$ cat src/rtl/stream_mux_arb.sv
// N-to-1 registered stream multiplexer with valid/ready handshake.
// Arbitration is fixed priority (MODE=0) or round robin (MODE=1) over channels with in_valid set.
module stream_mux_arb #(
   parameter int WIDTH = 32,
   parameter int N     = 4,
   parameter int MODE  = 1,
   localparam int SEL_W = (N > 1) ? $clog2(N) : 1
) (
   input  logic                 clk,
   input  logic                 rst_n,
   input  logic [N*WIDTH-1:0]   in_data,
   input  logic [N-1:0]         in_valid,
   output logic [N-1:0]         in_ready,
   output logic [WIDTH-1:0]     out_data,
   output logic [SEL_W-1:0]     out_sel,
   output logic                 out_valid,
   input  logic                 out_ready
);

   logic [SEL_W-1:0] ptr;
   logic [SEL_W-1:0] grant;
   logic             found;
   logic             any_valid;
   logic             load_en;
   int               start;

   // Channel index offset from the search start, folded back into 0..N-1.
   function automatic int wrap_idx(input int base, input int k);
      int s;
      s = base + k;
      return (s >= N) ? s - N : s;
   endfunction

   assign any_valid = |in_valid;
   assign load_en   = !out_valid || out_ready;
   assign start     = (MODE == 1) ? int'(ptr) : 0;

   always_comb begin
      // NOTE: every signal written here gets a default first so no path leaves it unassigned (no latch).
      grant = '0;
      found = 1'b0;
      for (int k = 0; k < N; k++) begin
         if (!found && in_valid[wrap_idx(start, k)]) begin
            grant = SEL_W'(wrap_idx(start, k));
            found = 1'b1;
         end
      end
   end

   always_comb begin
      in_ready = '0;
      for (int i = 0; i < N; i++) begin
         in_ready[i] = rst_n && load_en && any_valid && (grant == SEL_W'(i));
      end
   end

   always_ff @(posedge clk) begin
      // NOTE: state registers use non-blocking assignments so every flop samples pre-edge values.
      if (!rst_n) begin
         out_valid <= 1'b0;
         out_data  <= '0;
         out_sel   <= '0;
         ptr       <= '0;
      end else if (load_en) begin
         if (any_valid) begin
            out_data  <= in_data[int'(grant)*WIDTH +: WIDTH];
            out_sel   <= grant;
            out_valid <= 1'b1;
            ptr       <= (grant == SEL_W'(N-1)) ? '0 : grant + SEL_W'(1);
         end else begin
            out_valid <= 1'b0;
         end
      end
   end

endmodule

$ cat config.mk
export PLATFORM = sky130hd
export DESIGN_NAME = stream_mux_arb
export DESIGN_NICKNAME = d
export VERILOG_FILES = /design/src/rtl/stream_mux_arb.sv
export SDC_FILE = /design/constraint.sdc
export NUM_CORES = 1
export LEC_CHECK = 0
export CORE_AREA = 2 2 84 86
export DETAILED_ROUTE_END_ITERATION = 7
export DIE_AREA = 0 0 86 88
export HOLD_SLACK_MARGIN = 0.15
export PLACE_DENSITY_LB_ADDON = 0.3
export SLEW_MARGIN = 20
export SYNTH_ARGS = -nofsm -noshare
export SYNTH_HDL_FRONTEND = slang
export SYNTH_SLANG_ARGS = --single-unit
$ cat constraint.sdc
create_clock -name clk -period 3.1 [get_ports clk]
set_input_delay 0.62 -clock clk [delete_from_list [all_inputs] [get_ports clk]]
set_output_delay 0.62 -clock clk [all_outputs]
set_load 0.02 [all_outputs]
==> results of run 1 <==
==> worst max path at each step <==
stage	from	endpoint	slack [ns]	cells after the start
final	in_valid[1]	in_ready[3]	0.37	6
after global routing	in_valid[2]	in_ready[0]	0.27	7
after CTS	in_valid[2]	in_ready[0]	0.007	7
after detailed placement	in_valid[2]	in_ready[0]	0.01	7
after global placement	in_valid[1]	in_ready[3]	0.04	6
after floorplan	in_valid[3]	in_ready[2]	0.67	7
==> worst max-delay path, stage by stage <==
cell	delay, ns
clkdlybuf4s50_1	0.49
or3_1	0.36
o22a_2	0.22
nand2_1	0.12
nor3_1	0.07
dlymetal6s2s_1	0.22
==> final cells by class <==
| class | count | share of cell area, % |
|---|---|---|
| Tap cell | 80 | 2.28 |
| Multi-Input combinational cell | 226 | 34.4 |
| Sequential cell | 37 | 16.9 |
| Timing Repair Buffer | 189 | 42.5 |
| Clock buffer | 7 | 1.97 |
| Inverter | 24 | 2.05 |
==> where the power goes <==
group	internal [mW]	leakage, nW	switching, mW
clock network	0.176	0.0443	0.164
logic	0.427	1.38	0.358
registers	0.545	0.309	0.0391
total	1.15	1.74	0.561
==> layout by cell type (no fill, tap or decap), drive strengths merged <==
cell and instances:
a2bb2oi 1, a21boi 1, nor2 25, inv 24, a211o 1, o31a 1
a221oi 13, o22a 1, or3 1, dlymetal6s2s 4, nand2 4, o2bb2ai 19
a21oi 26, mux2i 13, a31oi 2, dfxtp 37, and2 1, clkbuf 7
o21ai 58, a211oi 1, nor2b 1, nand2b 8, mux2 19, clkdlybuf4s50 169
nor3 2, or2 12, o22ai 15, o211ai 1, buf 16
==> logic make-up (layout without fill, tap and decap cells) <==
kind of cell	after synthesis	count (layout)	share of synthesized area [%]
flops	37	37	30.1
simple gates	54	54	10.7
compound gates	140	140	35.6
buf+inv	49	220	9.66
mux	32	32	14.0
==> stage by stage <==
step	power, mW	util (%)
floorplan	0.981	-
global placement	1.37	64.6
detailed placement	1.38	64.6
CTS	1.73	65.9
global route	1.80	66.0
finish	1.71	66.0
==> state kept, by name (all words and copies together), names as in the netlist <==
name	cells
out_data	32
out_sel	2
ptr	2
out_valid	1
==> routing by layer <==
metal / part of all wire (%) / up-vias / wire (um)
li1: - / 1477 / -
met1: 38 / 1357 / 3410
met2: 51 / 151 / 4600
met3: 9.5 / 12 / 849
met4: 1.3 / 0 / 115
met5: 0 / - / 0
==> summary.txt, run 1 <==
status: complete, no violations
first-pass GRT wire length: 14100 um
Setup WS post-layout: 0.368 ns
ys flop type: dfxtp_1
area leader, netlist: dfxtp_1
FP Rows: 30
share of layout cells above drive strength 1: 9.32%
CP startpoint kind: primary input
Post-CTS Resized: 0
met2 Use GR: 44.5%
Hold Path Class: reg -> reg
ANT nets after route: 0
antenna diode count: 0
Via density: 5.32
Hold Slack: 0.462 ns
clk_skew: 0.00742 ns
critical path arrival: 2.11 ns
CTS Hold Bufs: 0
Area contributors post-synth: dfxtp_1 30%, o21ai_0 9.8%, o2bb2ai_1 6.8%
TritonCTS clock tree: yes
IO Pins: 174
CP max FO: 6
top cell type's share of synthesized area: 30.1%
Power Dens Cells: 390 mW/mm^2
vias: 2997
Total GRT Usage: 23.5%
Clk Latency, worst-skew pair: 0.29 ns
WP data required: 2.48 ns
grt ovf: 0
#FFs+latches synth: 37
die area: 0.00757 sq mm
Cells after Synth: 312
DR DRC count: 0
post-synthesis sequential area ratio: 30.1%
# clock sinks: 37
Placed Area: 0.00429 sq mm
fillers: 585
WHS Path Cells: 2
RSZ-0062 raised after global routing: false
HP Start: out_sel[1]
Post-synth ARST share: 0%
Reg2Reg Setup Slack: 1.21 ns
WL/cell: 15.9 um
placed instance count: 556
Initial DRT Pass Iterations: 4
Ys Warns: 0
Vert. Die Dim: 88 um
Critical R2R Launch: ptr[0]
Post-synth EDFFs: 0
Core Box Area: 0.00664 sq mm
Setup CP Type: in -> out
most instantiated library cell after synthesis: o21ai_0
cell depth of the worst flop-to-flop path: 5
met3 Resource Use GR: 6.79%
Pins Over Slew Limit: 0
routability cong.: 0.865
vias in the first global route: 2949
Max IR drop VDD: 0.000163 V
CP Capture Type: output port
htree depth: 2
area taken by flip-flops and latches: 741 sq um
Fmax achieved: 366 MHz
largest net degree at the start of global routing: 57
Leak Pwr: 1.74 nW
Post-DP HPWL: 6680 um
Multi-input gate area: 0.00151 sq mm
Post-Place Setup Slack: 0.0126 ns
final worst-path cycle share: 88.1%
Final Hold Viols: 0
cell area after layout: 0.00439 sq mm
Non-Filler Instances: 563
Hold Path End: out_sel[1]
minimum clock period: 2.73 ns
Synth Cell Area: 0.00246 sq mm
Die Width: 86 um
Starting Density: 37.0%
clk root buf: clkbuf_8
port buffer count: 173
Sum Neg Setup Slack: 0 ns
WL final: 8970 um
worst slew pin tran: 0.525 ns
clock buffer depth: 2
relative slew slack: 65.0%
antenna violations before repair: 0
Mapped Nets: 447
max-cap violation count: 0
Num CTS Buffers: 5
DR iter-0 viols: 100
postcts setup bufs: 0
busiest grt layer: met2
synth cell count leaders: 48 x o21ai_0, 37 x dfxtp_1, 26 x a21oi_1
r2r endpoint: out_data[29]
met1 GRT Util: 25.7%
area grow syn2layout: 78.3%
Layout Nets: 618
Reg clk slew, reported paths: 0.07 ns
Cell variety after synth: 35
Final setup viols: 0
synthesized area per cell: 7.88 sq um
Note: power is estimated with default switching activity, not from simulation.
==> inputs of run 2 (changes only) <==
--- a/config.mk
+++ b/config.mk
@@ -5,9 +5,9 @@
 export SDC_FILE = /design/constraint.sdc
 export NUM_CORES = 1
 export LEC_CHECK = 0
-export CORE_AREA = 2 2 84 86
+export CORE_AREA = 2 2 87 89
 export DETAILED_ROUTE_END_ITERATION = 7
-export DIE_AREA = 0 0 86 88
+export DIE_AREA = 0 0 89 91
 export HOLD_SLACK_MARGIN = 0.15
 export PLACE_DENSITY_LB_ADDON = 0.3
 export SLEW_MARGIN = 20
==> constraint.sdc (replaced) <==
create_clock -name clk -period 2.8 [get_ports clk]
set_input_delay 0.56 -clock clk [delete_from_list [all_inputs] [get_ports clk]]
set_output_delay 0.56 -clock clk [all_outputs]
set_load 0.02 [all_outputs]
==> run 2 against run 1 <==
Against the previous run:
- largest cell class unchanged
- utilization down 4.1 points
- hold slack improved by 0.0036 ns
- clock-buffer cell count unchanged
- highest routed layer unchanged
- clock skew fell by 0.0014 ns
==> summary.txt, run 2 (same netlist as run 1, synthesis figures left out) <==
status: complete, no violations
Final Hold Viols: 0
most frequent cells in the layout: 169 x clkdlybuf4s50_1, 48 x o21ai_0, 37 x dfxtp_1, 26 x a21oi_1
HP Start: out_sel[1]
DR iter-0 viols: 124
routability cong.: 0.862
Via density: 5.14
max FFs per register: 32
cell depth of the worst flop-to-flop path: 6
Biggest register: out_data
Reg2Reg Setup Slack: 0.94 ns
htree depth: 2
Post-DP HPWL: 6790 um
Internal: 1.28 mW
RSZ-0062 raised after global routing: false
switching share of power: 32.9%
vias in the first global route: 3024
FP Rows: 31
IO Pins: 174
die area: 0.00810 sq mm
sequential share of power: 34.0%
commonest non-fill, non-tap cell in the layout: clkdlybuf4s50_1
Die Width: 89 um
Setup CP Type: in -> out
CP peak stage delay: 0.41 ns
DR DRC count: 0
minimum clock period: 2.71 ns
Final setup viols: 0
Max IR drop VDD: 0.000276 V
Core Box Area: 0.00714 sq mm
antenna diode count: 0
relative slew slack: 65.3%
Hold Path End: out_sel[1]
Critical R2R Launch: ptr[0]
Largest regs: out_data: 32 flops, out_sel: 2 flops, ptr: 2 flops
sw power: 0.627 mW
clock buffer depth: 2
Total GRT Usage: 21.8%
CP max-delay cell: clkdlybuf4s50_1
Fmax achieved: 369 MHz
Power Dens Cells: 431 mW/mm^2
largest net degree at the start of global routing: 57
placed instance count: 578
first-pass GRT wire length: 14100 um
CP Capture Type: output port
vias: 3008
CP startpoint kind: primary input
WL/cell: 15.5 um
Vert. Die Dim: 91 um
r2r endpoint: out_data[29]
WP data required: 2.24 ns
CTS Hold Bufs: 0
CP max FO: 4
share of layout cells above drive strength 1: 10.3%
Reg clk slew, reported paths: 0.07 ns
antenna violations before repair: 0
CP cell instances: clkdlybuf4s50_1, or3_1, o22a_2, nand2_1, nor3_1, dlygate4sd2_1
critical path arrival: 2.15 ns
Clk Latency, worst-skew pair: 0.28 ns
Hold Path Class: reg -> reg
max-cap violation count: 0
Num CTS Buffers: 5
ANT nets after route: 0
clock network power share: 20.1%
Leak Pwr: 1.70 nW
area grow syn2layout: 79.7%
Layout Nets: 621
# clock sinks: 37
Core Util, Final: 61.9%
TritonCTS clock tree: yes
clk_skew: 0.00602 ns
Starting Density: 34.5%
worst slew pin tran: 0.521 ns
Initial DRT Pass Iterations: 4
final worst-path cycle share: 96.8%
port buffer count: 173
Non-Filler Instances: 585
WL final: 9080 um
WHS Path Cells: 2
Logic pwr share: 46.0%
grt ovf: 0
Pins Over Slew Limit: 0
clk root buf: clkbuf_8
## run 2: layout make-up
| class | count | area [sq um] |
|---|---|---|
| clock buffer | 7 | 86.3 |
| fill | 644 | 2720 |
| inverter | 24 | 90.1 |
| multi-input combinational | 226 | 1500 |
| sequential | 37 | 741 |
| tap | 99 | 124 |
| timing repair buffer | 192 | 1880 |
## run 2: critical path: cells and delay by family
family,cells,cell delay (ns)
buffers and inverters,2,0.75
AOI/OAI and AO/OA,1,0.24
and+or+nand+nor,3,0.60
## run 2: through the flow
step	area, sq um	power [mW]	worst slack, ns	setup TNS, ns	hold slack, ns
2_1_floorplan	2460	1.09	0.494	0	0.531
3_3_place_gp	4340	1.52	-0.123	-0.449	0.447
6_report	4420	1.90	0.0897	0	0.465
4_1_cts	4420	1.92	0.0223	0	0.470
5_1_grt	4420	2.02	0.0240	0	0.491
3_5_place_dp	4340	1.54	-0.242	-0.664	0.460
## run 2: per-layer routing
metal | vias to the layer above | wire length (um) | global-route usage, %
met3 | 8 | 1050 | 7.82
li1 | 1480 | - | -
met2 | 145 | 4320 | 37.7
met5 | - | 0 | 0
met1 | 1375 | 3600 | 25.3
met4 | 0 | 108 | 4.98
## run 2: what timing repair did
action | 4_1_cts | 5_1_grt
setup buffers | 0 | 0
gates resized for setup | 4 | 3
setup endpoints to repair | 4 | 2
## run 2: power groups by stage
stage | combinational [mW] | clock, mW | sequential (mW)
3_5_place_dp | 0.879 | 0 | 0.658
5_1_grt | 0.945 | 0.420 | 0.655
4_1_cts | 0.881 | 0.396 | 0.646
2_1_floorplan | 0.346 | 0 | 0.741
3_3_place_gp | 0.868 | 0 | 0.652
6_report | 0.875 | 0.382 | 0.647
## run 2: worst max path at each step
stage / cells past startpoint / slack [ns] / startpoint / to
floorplan: 7 / 0.49 / in_valid[3] / in_ready[2]
finish: 6 / 0.09 / in_valid[2] / in_ready[3]
CTS: 8 / 0.02 / in_valid[1] / in_ready[2]
global route: 6 / 0.02 / in_valid[2] / in_ready[3]
global placement: 6 / -0.12 / in_valid[2] / in_ready[1]
detailed placement: 8 / -0.24 / in_valid[1] / in_ready[2]
==> inputs of run 3 (changes only) <==
--- a/config.mk
+++ b/config.mk
@@ -6,6 +6,7 @@
 export NUM_CORES = 1
 export LEC_CHECK = 0
 export CORE_AREA = 2 2 87 89
+export CTS_CLUSTER_SIZE = 14
 export DETAILED_ROUTE_END_ITERATION = 7
 export DIE_AREA = 0 0 89 91
 export HOLD_SLACK_MARGIN = 0.15
==> results of run 3 <==
No change in the layout: final DEF, timing and power equal those of run 2.
